$ cat config.mk
export PLATFORM = sky130hd
export DESIGN_NAME = usbfs_endp_tx_multi_flat
export DESIGN_NICKNAME = d
export VERILOG_FILES = /design/src/rtl/usbfs_endp_tx_multi_pkg.sv /design/src/rtl/usbfs_endp_tx_multi_if.sv /design/src/rtl/usbfs_endp_tx_multi_chan.sv /design/src/rtl/usbfs_endp_tx_multi.sv /design/src/flat_wrapper.sv
export SDC_FILE = /design/constraint.sdc
export NUM_CORES = 1
export LEC_CHECK = 0
export CAP_MARGIN = 20
export CELL_PAD_IN_SITES_DETAIL_PLACEMENT = 0
export CELL_PAD_IN_SITES_GLOBAL_PLACEMENT = 2
export CORE_AREA = 2 2 187 170
export DETAILED_ROUTE_END_ITERATION = 7
export DIE_AREA = 0 0 189 172
export PLACE_DENSITY_LB_ADDON = 0.1
export SYNTH_ARGS = -nofsm -noshare
export SYNTH_HDL_FRONTEND = slang
export SYNTH_HIERARCHICAL = 1
export SYNTH_SLANG_ARGS = --single-unit
export TNS_END_PERCENT = 50
$ cat constraint.sdc
create_clock -name i_clk_48MHz -period 6.09 [get_ports i_clk_48MHz]
set_input_delay 1.218 -clock i_clk_48MHz [delete_from_list [all_inputs] [get_ports i_clk_48MHz]]
set_output_delay 1.218 -clock i_clk_48MHz [all_outputs]
set_load 0.05 [all_outputs]
$ cat src/rtl/usbfs_endp_tx_multi_pkg.sv
// Shared types and constants for the multi-channel bulk IN endpoint block.
// Width helpers derive write-buffer index and packet-length widths.
package usbfs_endp_tx_multi_pkg;

  typedef enum logic {
    FILL    = 1'b0,
    PRESENT = 1'b1
  } chan_state_e;

  localparam int FLUSH_CYC_1MS = 48000;

  function automatic int wridx_w(input int max_pkt);
    return $clog2(max_pkt);
  endfunction

  function automatic int nbytes_w(input int max_pkt);
    return $clog2(max_pkt + 1);
  endfunction

endpackage

$ cat src/rtl/usbfs_endp_tx_multi_if.sv
// Stream-side and usbfsTxn-side signal bundle for all channels.
// Flattened per-channel buses, channel k at [k*W +: W].
interface usbfs_endp_tx_multi_if
  import usbfs_endp_tx_multi_pkg::*;
#(
  parameter int N_CHAN  = 2,
  parameter int MAX_PKT = 8
);
  localparam int WRIDX_W  = wridx_w(MAX_PKT);
  localparam int NBYTES_W = nbytes_w(MAX_PKT);

  logic [N_CHAN-1:0]          o_ready;
  logic [N_CHAN-1:0]          i_valid;
  logic [N_CHAN*8-1:0]        i_data;
  logic [N_CHAN-1:0]          i_flush;
  logic [N_CHAN-1:0]          i_etReady;
  logic [N_CHAN-1:0]          o_etValid;
  logic [N_CHAN-1:0]          o_etStall;
  logic [N_CHAN-1:0]          o_etWrEn;
  logic [N_CHAN*WRIDX_W-1:0]  o_etWrIdx;
  logic [N_CHAN*8-1:0]        o_etWrByte;
  logic [N_CHAN*NBYTES_W-1:0] o_etWrNBytes;

  modport slave (
    output o_ready,
    input  i_valid,
    input  i_data,
    input  i_flush,
    input  i_etReady,
    output o_etValid,
    output o_etStall,
    output o_etWrEn,
    output o_etWrIdx,
    output o_etWrByte,
    output o_etWrNBytes
  );

  modport master (
    input  o_ready,
    output i_valid,
    output i_data,
    output i_flush,
    output i_etReady,
    input  o_etValid,
    input  o_etStall,
    input  o_etWrEn,
    input  o_etWrIdx,
    input  o_etWrByte,
    input  o_etWrNBytes
  );

endinterface

$ cat src/rtl/usbfs_endp_tx_multi_chan.sv
// One bulk IN channel: byte FIFO, packet packer FSM and idle timer.
// Presents on full packet, idle timeout or flush; ZLP after a full packet.
module usbfs_endp_tx_chan
  import usbfs_endp_tx_multi_pkg::*;
#(
  parameter int MAX_PKT   = 8,
  parameter int DEPTH     = 16,
  parameter int FLUSH_CYC = FLUSH_CYC_1MS,
  parameter int WRIDX_W   = wridx_w(MAX_PKT),
  parameter int NBYTES_W  = nbytes_w(MAX_PKT)
) (
  input  logic                clk,
  input  logic                rst,
  output logic                ready,
  input  logic                valid,
  input  logic [7:0]          data,
  input  logic                flush,
  input  logic                et_ready,
  output logic                et_valid,
  output logic                wr_en,
  output logic [WRIDX_W-1:0]  wr_idx,
  output logic [7:0]          wr_byte,
  output logic [NBYTES_W-1:0] wr_nbytes
);

  localparam int AW = $clog2(DEPTH);
  localparam int TW = $clog2(FLUSH_CYC + 1);

  logic [7:0]          mem [DEPTH];
  logic [AW:0]         wr_ptr;
  logic [AW:0]         rd_ptr;
  logic [AW:0]         fill;
  logic                empty;
  logic                push;
  logic                pop;
  logic                go_present;
  logic                consume;
  logic                timeout;
  logic                kick;
  logic [NBYTES_W-1:0] count;
  logic [TW-1:0]       timer;
  logic                zlp_pend;
  chan_state_e         state;
  chan_state_e         state_nxt;

  assign fill      = wr_ptr - rd_ptr;
  assign empty     = (fill == '0);
  assign ready     = !fill[AW];
  assign push      = valid && ready;
  assign timeout   = (timer == TW'(FLUSH_CYC));
  assign kick      = timeout || flush;
  assign et_valid  = (state == PRESENT);
  assign wr_nbytes = count;

  // FIFO storage; contents are invalidated by the pointer reset
  always_ff @(posedge clk) begin
    if (push) mem[wr_ptr[AW-1:0]] <= data;
  end

  // FIFO pointers, free-running with natural wrap
  always_ff @(posedge clk or posedge rst) begin
    if (rst) begin
      wr_ptr <= '0;
      rd_ptr <= '0;
    end else begin
      if (push) wr_ptr <= wr_ptr + 1'b1;
      if (pop)  rd_ptr <= rd_ptr + 1'b1;
    end
  end

  // State register
  always_ff @(posedge clk or posedge rst) begin
    if (rst) state <= FILL;
    else     state <= state_nxt;
  end

  // Next state, pop and consume decisions; presenting freezes the buffer
  always_comb begin
    state_nxt  = state;
    pop        = 1'b0;
    go_present = 1'b0;
    consume    = 1'b0;
    unique case (state)
      FILL: begin
        if (count == NBYTES_W'(MAX_PKT))
          go_present = 1'b1;
        else if (count != '0 && kick)
          go_present = 1'b1;
        else if (zlp_pend && empty && kick)
          go_present = 1'b1;
        pop = !go_present && !empty &&
              (count < NBYTES_W'(MAX_PKT));
        if (go_present) state_nxt = PRESENT;
      end
      PRESENT: begin
        if (et_ready) begin
          consume   = 1'b1;
          state_nxt = FILL;
        end
      end
      default: state_nxt = FILL;
    endcase
  end

  // Write-buffer strobe, packet length, ZLP flag and idle timer
  always_ff @(posedge clk or posedge rst) begin
    if (rst) begin
      wr_en    <= 1'b0;
      wr_idx   <= '0;
      wr_byte  <= '0;
      count    <= '0;
      zlp_pend <= 1'b0;
      timer    <= '0;
    end else begin
      wr_en <= pop;
      if (pop) begin
        wr_idx  <= count[WRIDX_W-1:0];
        wr_byte <= mem[rd_ptr[AW-1:0]];
        count   <= count + 1'b1;
      end
      if (consume) begin
        zlp_pend <= (count == NBYTES_W'(MAX_PKT));
        count    <= '0;
        timer    <= '0;
      end else if (state == FILL) begin
        if (pop || (count == '0 && !zlp_pend))
          timer <= '0;
        else if (!timeout)
          timer <= timer + 1'b1;
      end
    end
  end

endmodule

$ cat src/rtl/usbfs_endp_tx_multi.sv
// N_CHAN independent bulk IN endpoints feeding usbfsTxn write buffers.
// Each channel is a self-contained usbfs_endp_tx_chan slice.
module usbfs_endp_tx_multi
  import usbfs_endp_tx_multi_pkg::*;
#(
  parameter int N_CHAN    = 2,
  parameter int MAX_PKT   = 8,
  parameter int DEPTH     = 16,
  parameter int FLUSH_CYC = FLUSH_CYC_1MS
) (
  input  logic                i_clk_48MHz,
  input  logic                i_rst,
  usbfs_endp_tx_multi_if.slave bus
);

  localparam int WRIDX_W  = wridx_w(MAX_PKT);
  localparam int NBYTES_W = nbytes_w(MAX_PKT);

  assign bus.o_etStall = '0;

  for (genvar k = 0; k < N_CHAN; k++) begin : g_chan
    usbfs_endp_tx_chan #(
      .MAX_PKT  (MAX_PKT),
      .DEPTH    (DEPTH),
      .FLUSH_CYC(FLUSH_CYC),
      .WRIDX_W  (WRIDX_W),
      .NBYTES_W (NBYTES_W)
    ) u_chan (
      .clk      (i_clk_48MHz),
      .rst      (i_rst),
      .ready    (bus.o_ready[k]),
      .valid    (bus.i_valid[k]),
      .data     (bus.i_data[k*8 +: 8]),
      .flush    (bus.i_flush[k]),
      .et_ready (bus.i_etReady[k]),
      .et_valid (bus.o_etValid[k]),
      .wr_en    (bus.o_etWrEn[k]),
      .wr_idx   (bus.o_etWrIdx[k*WRIDX_W +: WRIDX_W]),
      .wr_byte  (bus.o_etWrByte[k*8 +: 8]),
      .wr_nbytes(bus.o_etWrNBytes[k*NBYTES_W +: NBYTES_W])
    );
  end

endmodule
$ cat src/flat_wrapper.sv
// flat-port wrapper written by rule: the top's interface ports become plain ports
module usbfs_endp_tx_multi_flat import usbfs_endp_tx_multi_pkg::*;
#(
  parameter int N_CHAN    = 2,
  parameter int MAX_PKT   = 8,
  parameter int DEPTH     = 16,
  parameter int FLUSH_CYC = FLUSH_CYC_1MS
)
  (i_clk_48MHz, i_rst, bus_o_ready, bus_i_valid, bus_i_data, bus_i_flush, bus_i_etReady, bus_o_etValid, bus_o_etStall, bus_o_etWrEn, bus_o_etWrIdx, bus_o_etWrByte, bus_o_etWrNBytes);
  usbfs_endp_tx_multi_if #(.N_CHAN(N_CHAN), .MAX_PKT(MAX_PKT)) bus_i ();
  input  logic i_clk_48MHz;
  input  logic i_rst;
  output wire logic [$bits(bus_i.o_ready)-1:0] bus_o_ready;
  input wire logic [$bits(bus_i.i_valid)-1:0] bus_i_valid;
  input wire logic [$bits(bus_i.i_data)-1:0] bus_i_data;
  input wire logic [$bits(bus_i.i_flush)-1:0] bus_i_flush;
  input wire logic [$bits(bus_i.i_etReady)-1:0] bus_i_etReady;
  output wire logic [$bits(bus_i.o_etValid)-1:0] bus_o_etValid;
  output wire logic [$bits(bus_i.o_etStall)-1:0] bus_o_etStall;
  output wire logic [$bits(bus_i.o_etWrEn)-1:0] bus_o_etWrEn;
  output wire logic [$bits(bus_i.o_etWrIdx)-1:0] bus_o_etWrIdx;
  output wire logic [$bits(bus_i.o_etWrByte)-1:0] bus_o_etWrByte;
  output wire logic [$bits(bus_i.o_etWrNBytes)-1:0] bus_o_etWrNBytes;
  assign bus_o_ready = bus_i.o_ready;
  assign bus_i.i_valid = bus_i_valid;
  assign bus_i.i_data = bus_i_data;
  assign bus_i.i_flush = bus_i_flush;
  assign bus_i.i_etReady = bus_i_etReady;
  assign bus_o_etValid = bus_i.o_etValid;
  assign bus_o_etStall = bus_i.o_etStall;
  assign bus_o_etWrEn = bus_i.o_etWrEn;
  assign bus_o_etWrIdx = bus_i.o_etWrIdx;
  assign bus_o_etWrByte = bus_i.o_etWrByte;
  assign bus_o_etWrNBytes = bus_i.o_etWrNBytes;
  usbfs_endp_tx_multi #(.N_CHAN(N_CHAN), .MAX_PKT(MAX_PKT), .DEPTH(DEPTH), .FLUSH_CYC(FLUSH_CYC)) u_core (.i_clk_48MHz(i_clk_48MHz), .i_rst(i_rst), .bus(bus_i));
endmodule
=== Word-level counts from Yosys, hierarchy flattened ===
Memories as Yosys holds them, arrays and structs flattened. A register that Yosys moved wholly into a read port is not among the register bits.
Cells that the tools add are included.

* Flip-flop bits (word level): 72
* Latch bits: 0
* Bits in writable memories: 256
* Memory bits (read-only): 0
* Input port bits: 24
* Output and inout port bits: 38
* Word-level logic and storage cells: 112
* Memories: 2

* Add/subtract/negate cells: 10
* Multipliers: 0
* Divide/modulo/power cells: 0
* Order comparisons: 2
* Equal/unequal tests: 8
* Shifts and indexed selects: 0
* Multiplexer cells: 36
* Bitwise operators: 2
* Reduce and logical (&&, ||, !) cells: 36

{| class="wikitable"
|+ Memory list
! name !! depth !! width !! read ports !! clocked after Yosys merged registers in !! wr ports !! RTL line !! RTL
|-
| u_core.g_chan[0].u_chan.mem || 16 || 8 || 1 || 1 || 1 || usbfs_endp_tx_multi_chan.sv:29 || <nowiki>logic [7:0] mem [DEPTH];</nowiki>
|-
| u_core.g_chan[1].u_chan.mem || 16 || 8 || 1 || 1 || 1 || usbfs_endp_tx_multi_chan.sv:29 ||
|}

{| class="wikitable"
|+ Operator list
! cell !! number
|-
| 16-bit 2-to-1 mux || 8
|-
| 16-bit by 1-bit adder with 16-bit output (second input constant) || 2
|-
| 16-bit equality test (second input constant) || 2
|-
| 1-bit 2-to-1 mux || 22
|-
| 5-bit by 1-bit adder with 5-bit output (second input constant) || 4
|-
| 4-bit 2-to-1 mux || 4
|-
| 1-bit logical AND || 14
|-
| 5-bit zero test || 2
|-
| 5-bit subtractor || 2
|-
| 4-bit by 1-bit adder with 4-bit output (second input constant) || 2
|-
| 4-bit equality test (second input constant) || 2
|-
| 1-bit zero test || 8
|-
| 4-bit zero test || 2
|-
| 4-bit less-than comparator (second input constant) || 2
|-
| 4-bit nonzero test || 2
|-
| 3-bit by 2-bit != test with 1-bit output (second input constant) || 2
|-
| 1-bit logical OR || 4
|-
| 2-bit != test (second input constant) || 2
|-
| 1-bit one-hot mux with 2 select lines || 2
|-
| 2-bit AND reduction || 2
|-
| 2-bit nonzero test || 2
|-
| 1-bit inverter || 2
|}

=== Longest topological paths before layout ===
* Word-level depth: 16
* Gate-level depth with buffers: 11

=== By module ===
Netlist, hierarchy kept.

{| class="wikitable"
|+ By module, submodules not included
! module !! times used !! cells an instance !! area an instance (µm²)
|-
| usbfs_endp_tx_chan (u_core.g_chan[1].u_chan) || 1 || 435 || 7387.1
|-
| usbfs_endp_tx_chan (u_core.g_chan[0].u_chan) || 1 || 439 || 7367.1
|-
| usbfs_endp_tx_multi || 1 || 3 || 18.8
|}

=== Worst setup path before layout ===
Ideal clock, no wire load.

* Path type: reg-to-output
* Start point: reg u_core.g_chan[0].u_chan.rd_ptr[1]
* End point: out bus_o_ready[0]
* Arrival: 2.255 ns
* Required time: 4.872 ns
* Slack: 2.617 ns
* Stages on the path, launching flop included: 9
* Path buffers: 2
* Cells stage by stage: dfrtp_1 > clkbuf_1 > clkbuf_1 > inv_1 > ha_1 > and3b_1 > o21a_1 > o21a_1 > or2_2

* Longest elaborated chain between the ends: 2

{| class="wikitable"
|+ RTL lines
! what !! RTL line !! RTL
|-
| from (decl) || usbfs_endp_tx_multi_chan.sv:31 || <nowiki>logic [AW:0] rd_ptr;</nowiki>
|-
| from (signal assigned) || usbfs_endp_tx_multi_chan.sv:67 || <nowiki>if (pop) rd_ptr <= rd_ptr + 1'b1;</nowiki>
|-
| 5-bit subtractor || usbfs_endp_tx_multi_chan.sv:46 || <nowiki>assign fill = wr_ptr - rd_ptr;</nowiki>
|-
| 1-bit zero test || usbfs_endp_tx_multi_chan.sv:48 || <nowiki>assign ready = !fill[AW];</nowiki>
|-
| to (decl) || flat_wrapper.sv:13 || <nowiki>output wire logic [$bits(bus_i.o_ready)-1:0] bus_o_ready;</nowiki>
|}

Every way passes these cells.

=== Final worst setup path ===
* Start point: reg u_core.g_chan[0].u_chan.rd_ptr[2]
* End point: out bus_o_ready[0]

The elaborated chain is that of the path after synthesis.

==> summary.txt <==
Clocking
  – Clk root buf: clkbuf_16
  – CTS Buf Count: 37
  – H-tree levels: 2
  – Clock sink count: ~340
  – CTS Buffer Depth: 3
  – Setup Buffers After CTS: 0
  – Worst skew pair latency: 0.54 ns
  – Reg clk slew, reported paths: 0.06 ns
  – CTS tree: done
  – Post-CTS Resized: 0
  – Hold-fix buffers at CTS: 0

Power and ir drop
  – Pleak: 0.005919 uW
  – Sw frac: 35.93%
  – Switching pwr: 3124 uW
  – Max rail drop VDD: around 260 uV
  – Cell Pwr Density: 513.4 nW/um^2
  – Combinational share of power: 38.4%
  – Clk pwr share: 25.8%
  – Int Power: 5572 uW
  – Sequential power share: 35.8%

STA
  – Final worst slack: 1.581 ns
  – Final period demand of the worst path: roughly 4.5 ns
  – RSZ-0062 raised after global routing: no
  – Slew headroom: 30.34%
  – Setup TNS: 0 ns
  – Setup Viol. Count Final: 0
  – Setup Skew: 0.02234 ns
  – FMAX: around 220 MHz
  – Final Hold Viols: 0
  – Fin crit share: 74.05%
  – Slew Limit Fails: 0
  – Slew of the pin with the lowest slew margin: 1.041 ns

Logic synthesis
  – Area contributors post-synth: edfxtp_1 (52%), dfrtp_1 (15%), mux4_2 (12%)
  – Cells after Synth: approximately 900
  – Number of distinct library cells after synthesis: 63
  – Post-synth EDFFs: 256
  – Synthesized area per cell: 16.84 sq um
  – Primary FF master, synth: edfxtp_1
  – Asr flop ratio synth: about a quarter
  – Number of synthesized register bits: 344
  – Yosys top cell by area: edfxtp_1
  – Synth Warn #: 6
  – Seq/Total Area, Yosys: between 60% and 70%
  – Mapped cell area: roughly 15000 sq um
  – Yosys top cell area share: 52.04%

Placed design
  – Post-Place Setup Slack: 2.125 ns
  – # port buffers: 59
  – Global placer's final weighted congestion: 0.7762
  – Final HPWL DP: approximately 20 mm
  – Placed Cells: between 1000 and 1500

Finish
  – Antenna diodes: 0
  – Share of layout cells above drive strength 1: 17.32%
  – Final Non-Filler Cells: 1379
  – Area growth, synth to finish: 14.65%
  – Nets: 991

Floorplanning
  – Die height: 172 um
  – Die Area: 32510 sq um
  – Initial core utilization: about 48%
  – Core box area: 30610 sq um
  – I/O pin cnt: slightly above 60
  – Die width: 189 um
  – FP Rows: 61

Routing
  – Drc violations: 0
  – Final ANT Viol Nets: 0
  – 1st-iter DRT viols: slightly below 500
  – Post-Route WL: between 20 and 30 mm
  – Via count: 7935
  – Pre-Repair DR Iteration Count: 5
  – DR WL/cell: roughly 22 um
  – Via density: 5.754

Job
  – Total of max-cap violations: 0

Critical path
  – CP endpoint kind: output pin
  – Worst Reg-to-Reg Cells: 8
  – CP arrival: 3.29 ns
  – Crit Path Category: flip-flop to output pin
  – Crit-path max FO: 12
  – Worst Path Required: 4.87 ns
  – Crit start category: flip-flop

Hold path
  – Min-Delay Path Depth: 1
  – Hold crit path type: flip-flop to flip-flop

Global route
  – Antenna violations before repair: 0
  – GRT Util Overall: 18.97%
  – Vias in the first global route: 7869
  – First-pass GRT wire length: 46.74 mm
  – Largest net degree at the start of global routing: 45
  – Residual overflow from global routing: 0

Outcome
  – Status: finished clean
==> cell families (layout without fill, tap and decap cells) <==
family | count (synthesis) | count (layout) | share of synthesized area [%]
AO/OA/AOI/OAI | 105 | 105 | 5.141
XOR/XNOR | 22 | 22 | 1.448
adder cells (fa/ha/maj) | 26 | 26 | 2.202
buffers and inverters | 69 | 161 | 2.295
flip-flops | 344 | 344 | 66.94
multiplexers | 107 | 107 | 14.21
other | 1 | 2 | 0.02538
AND/OR/NAND/NOR | 203 | 203 | 7.733
==> critical path, stage by stage, from the launching register on <==
cell,delay (ns)
dfrtp_1,0.69
inv_1,0.10
ha_1,0.33
and3b_1,0.22
o21a_1,0.20
nor3_1,0.24
or2_2,0.19
clkdlybuf4s50_1,0.80
==> synthesized netlist by cell type, types with 6 or more instances <==
| cell | number |
|---|---|
| nand3_1 | 24 |
| inv_1 | 26 |
| nor2_1 | 19 |
| a21oi_1 | 18 |
| clkbuf_1 | 19 |
| nand3b_1 | 6 |
| nand2b_1 | 11 |
| a41oi_1 | 10 |
| buf_6 | 8 |
| o21a_1 | 8 |
| and3_1 | 7 |
| o21ai_0 | 12 |
| xnor2_1 | 15 |
| and4_1 | 7 |
| nand2_1 | 51 |
| a31oi_1 | 27 |
| nor3_1 | 7 |
| buf_2 | 7 |
| o21ai_1 | 8 |
| edfxtp_1 | 256 |
| nand4_1 | 17 |
| dfrtp_1 | 88 |
| mux2_1 | 11 |
| ha_1 | 26 |
| mux4_2 | 80 |
| and2_1 | 29 |
| mux2_2 | 11 |
==> path summary, 6_finish.rpt <==
check	from	slack (ns)	to
min in group asynchronous	i_rst	0.95	u_core/g_chan[0].u_chan/wr_ptr[4]
setup / recovery	u_core/g_chan[0].u_chan/rd_ptr[2]	1.58	bus_o_ready[0]
hold reg to reg	u_core/g_chan[1].u_chan/timer[15]	0.47	u_core/g_chan[1].u_chan/timer[15]
max in group asynchronous	i_rst	4.17	u_core/g_chan[1].u_chan/rd_ptr[0]
setup reg to reg	u_core/g_chan[0].u_chan/rd_ptr[2]	2.57	u_core/g_chan[0].u_chan/mem[5][3]
hold / removal	u_core/g_chan[1].u_chan/timer[15]	0.47	u_core/g_chan[1].u_chan/timer[15]
==> power by group through the flow <==
| stage | logic (uW) | registers, uW | clock network, uW |
|---|---|---|---|
| finish | 3340 | 3110 | 2250 |
| global route | 3620 | 3150 | 2410 |
| CTS | 3360 | 3110 | 2310 |
| detailed placement | 3350 | 3160 | 0 |
| global placement | 3310 | 3130 | 0 |
| floorplan | 2210 | 3420 | 0 |
==> registers in the layout, indices dropped and copies added, names as in the netlist <==
signal,flops
u_core/g_chan.u_chan/et_valid,2
u_core/g_chan.u_chan/mem,256
u_core/g_chan.u_chan/rd_ptr,10
u_core/g_chan.u_chan/timer,32
u_core/g_chan.u_chan/wr_byte,16
u_core/g_chan.u_chan/wr_en,2
u_core/g_chan.u_chan/wr_idx,6
u_core/g_chan.u_chan/wr_nbytes,8
u_core/g_chan.u_chan/wr_ptr,10
u_core/g_chan.u_chan/zlp_pend,2
==> placed cells by master, fill, tap and decap left out, types with 8 or more instances in the layout <==
cell type	n
edfxtp_1	256
dfrtp_1	86
mux4_2	80
clkdlybuf4s50_1	59
nand2_1	51
clkbuf_16	37
and2_1	29
a31oi_1	27
ha_1	26
nand3_1	24
inv_1	24
nor2_1	19
a21oi_1	18
nand4_1	17
xnor2_1	15
o21ai_0	12
nand2b_1	11
mux2_1	11
mux2_2	11
a41oi_1	10
clkinv_1	9
o21a_1	8
o21ai_1	8
==> per-layer routing <==
layer | track usage, % | part of all wire, % | vias to the layer above
li1 | - | - | 3595
met1 | 28.05 | 46 | 4107
met2 | 29.05 | 46 | 194
met3 | 4.059 | 6.0 | 39
met4 | 4.518 | 1.4 | 0
met5 | 0 | 0 | -
==> final cells by class <==
| type | count | area [sq um] |
|---|---|---|
| well taps | 409 | 511.7 |
| flip-flops and latches | 344 | 9892 |
| inverters | 28 | 105.1 |
| fillers | 2421 | 13670 |
| repair buffers | 65 | 648.1 |
| clock buffers | 44 | 952.2 |
| multi-input cells | 465 | 4548 |
| clock inverters | 24 | 280.3 |
==> through the flow <==
step / total power (uW) / hold slack, ns / util, % / cell area [sq um]
6_report: 8696 / 0.4658 / 55.34 / 16940
3_3_place_gp: 6448 / 0.4642 / 51.22 / 15680
5_1_grt: 9178 / 0.5051 / 55.34 / 16940
3_5_place_dp: 6508 / 0.4662 / 51.22 / 15680
4_1_cts: 8786 / 0.4750 / 55.25 / 16910
2_1_floorplan: 5637 / 0.4421 / - / 14780
(Power assumes the default switching activity.)
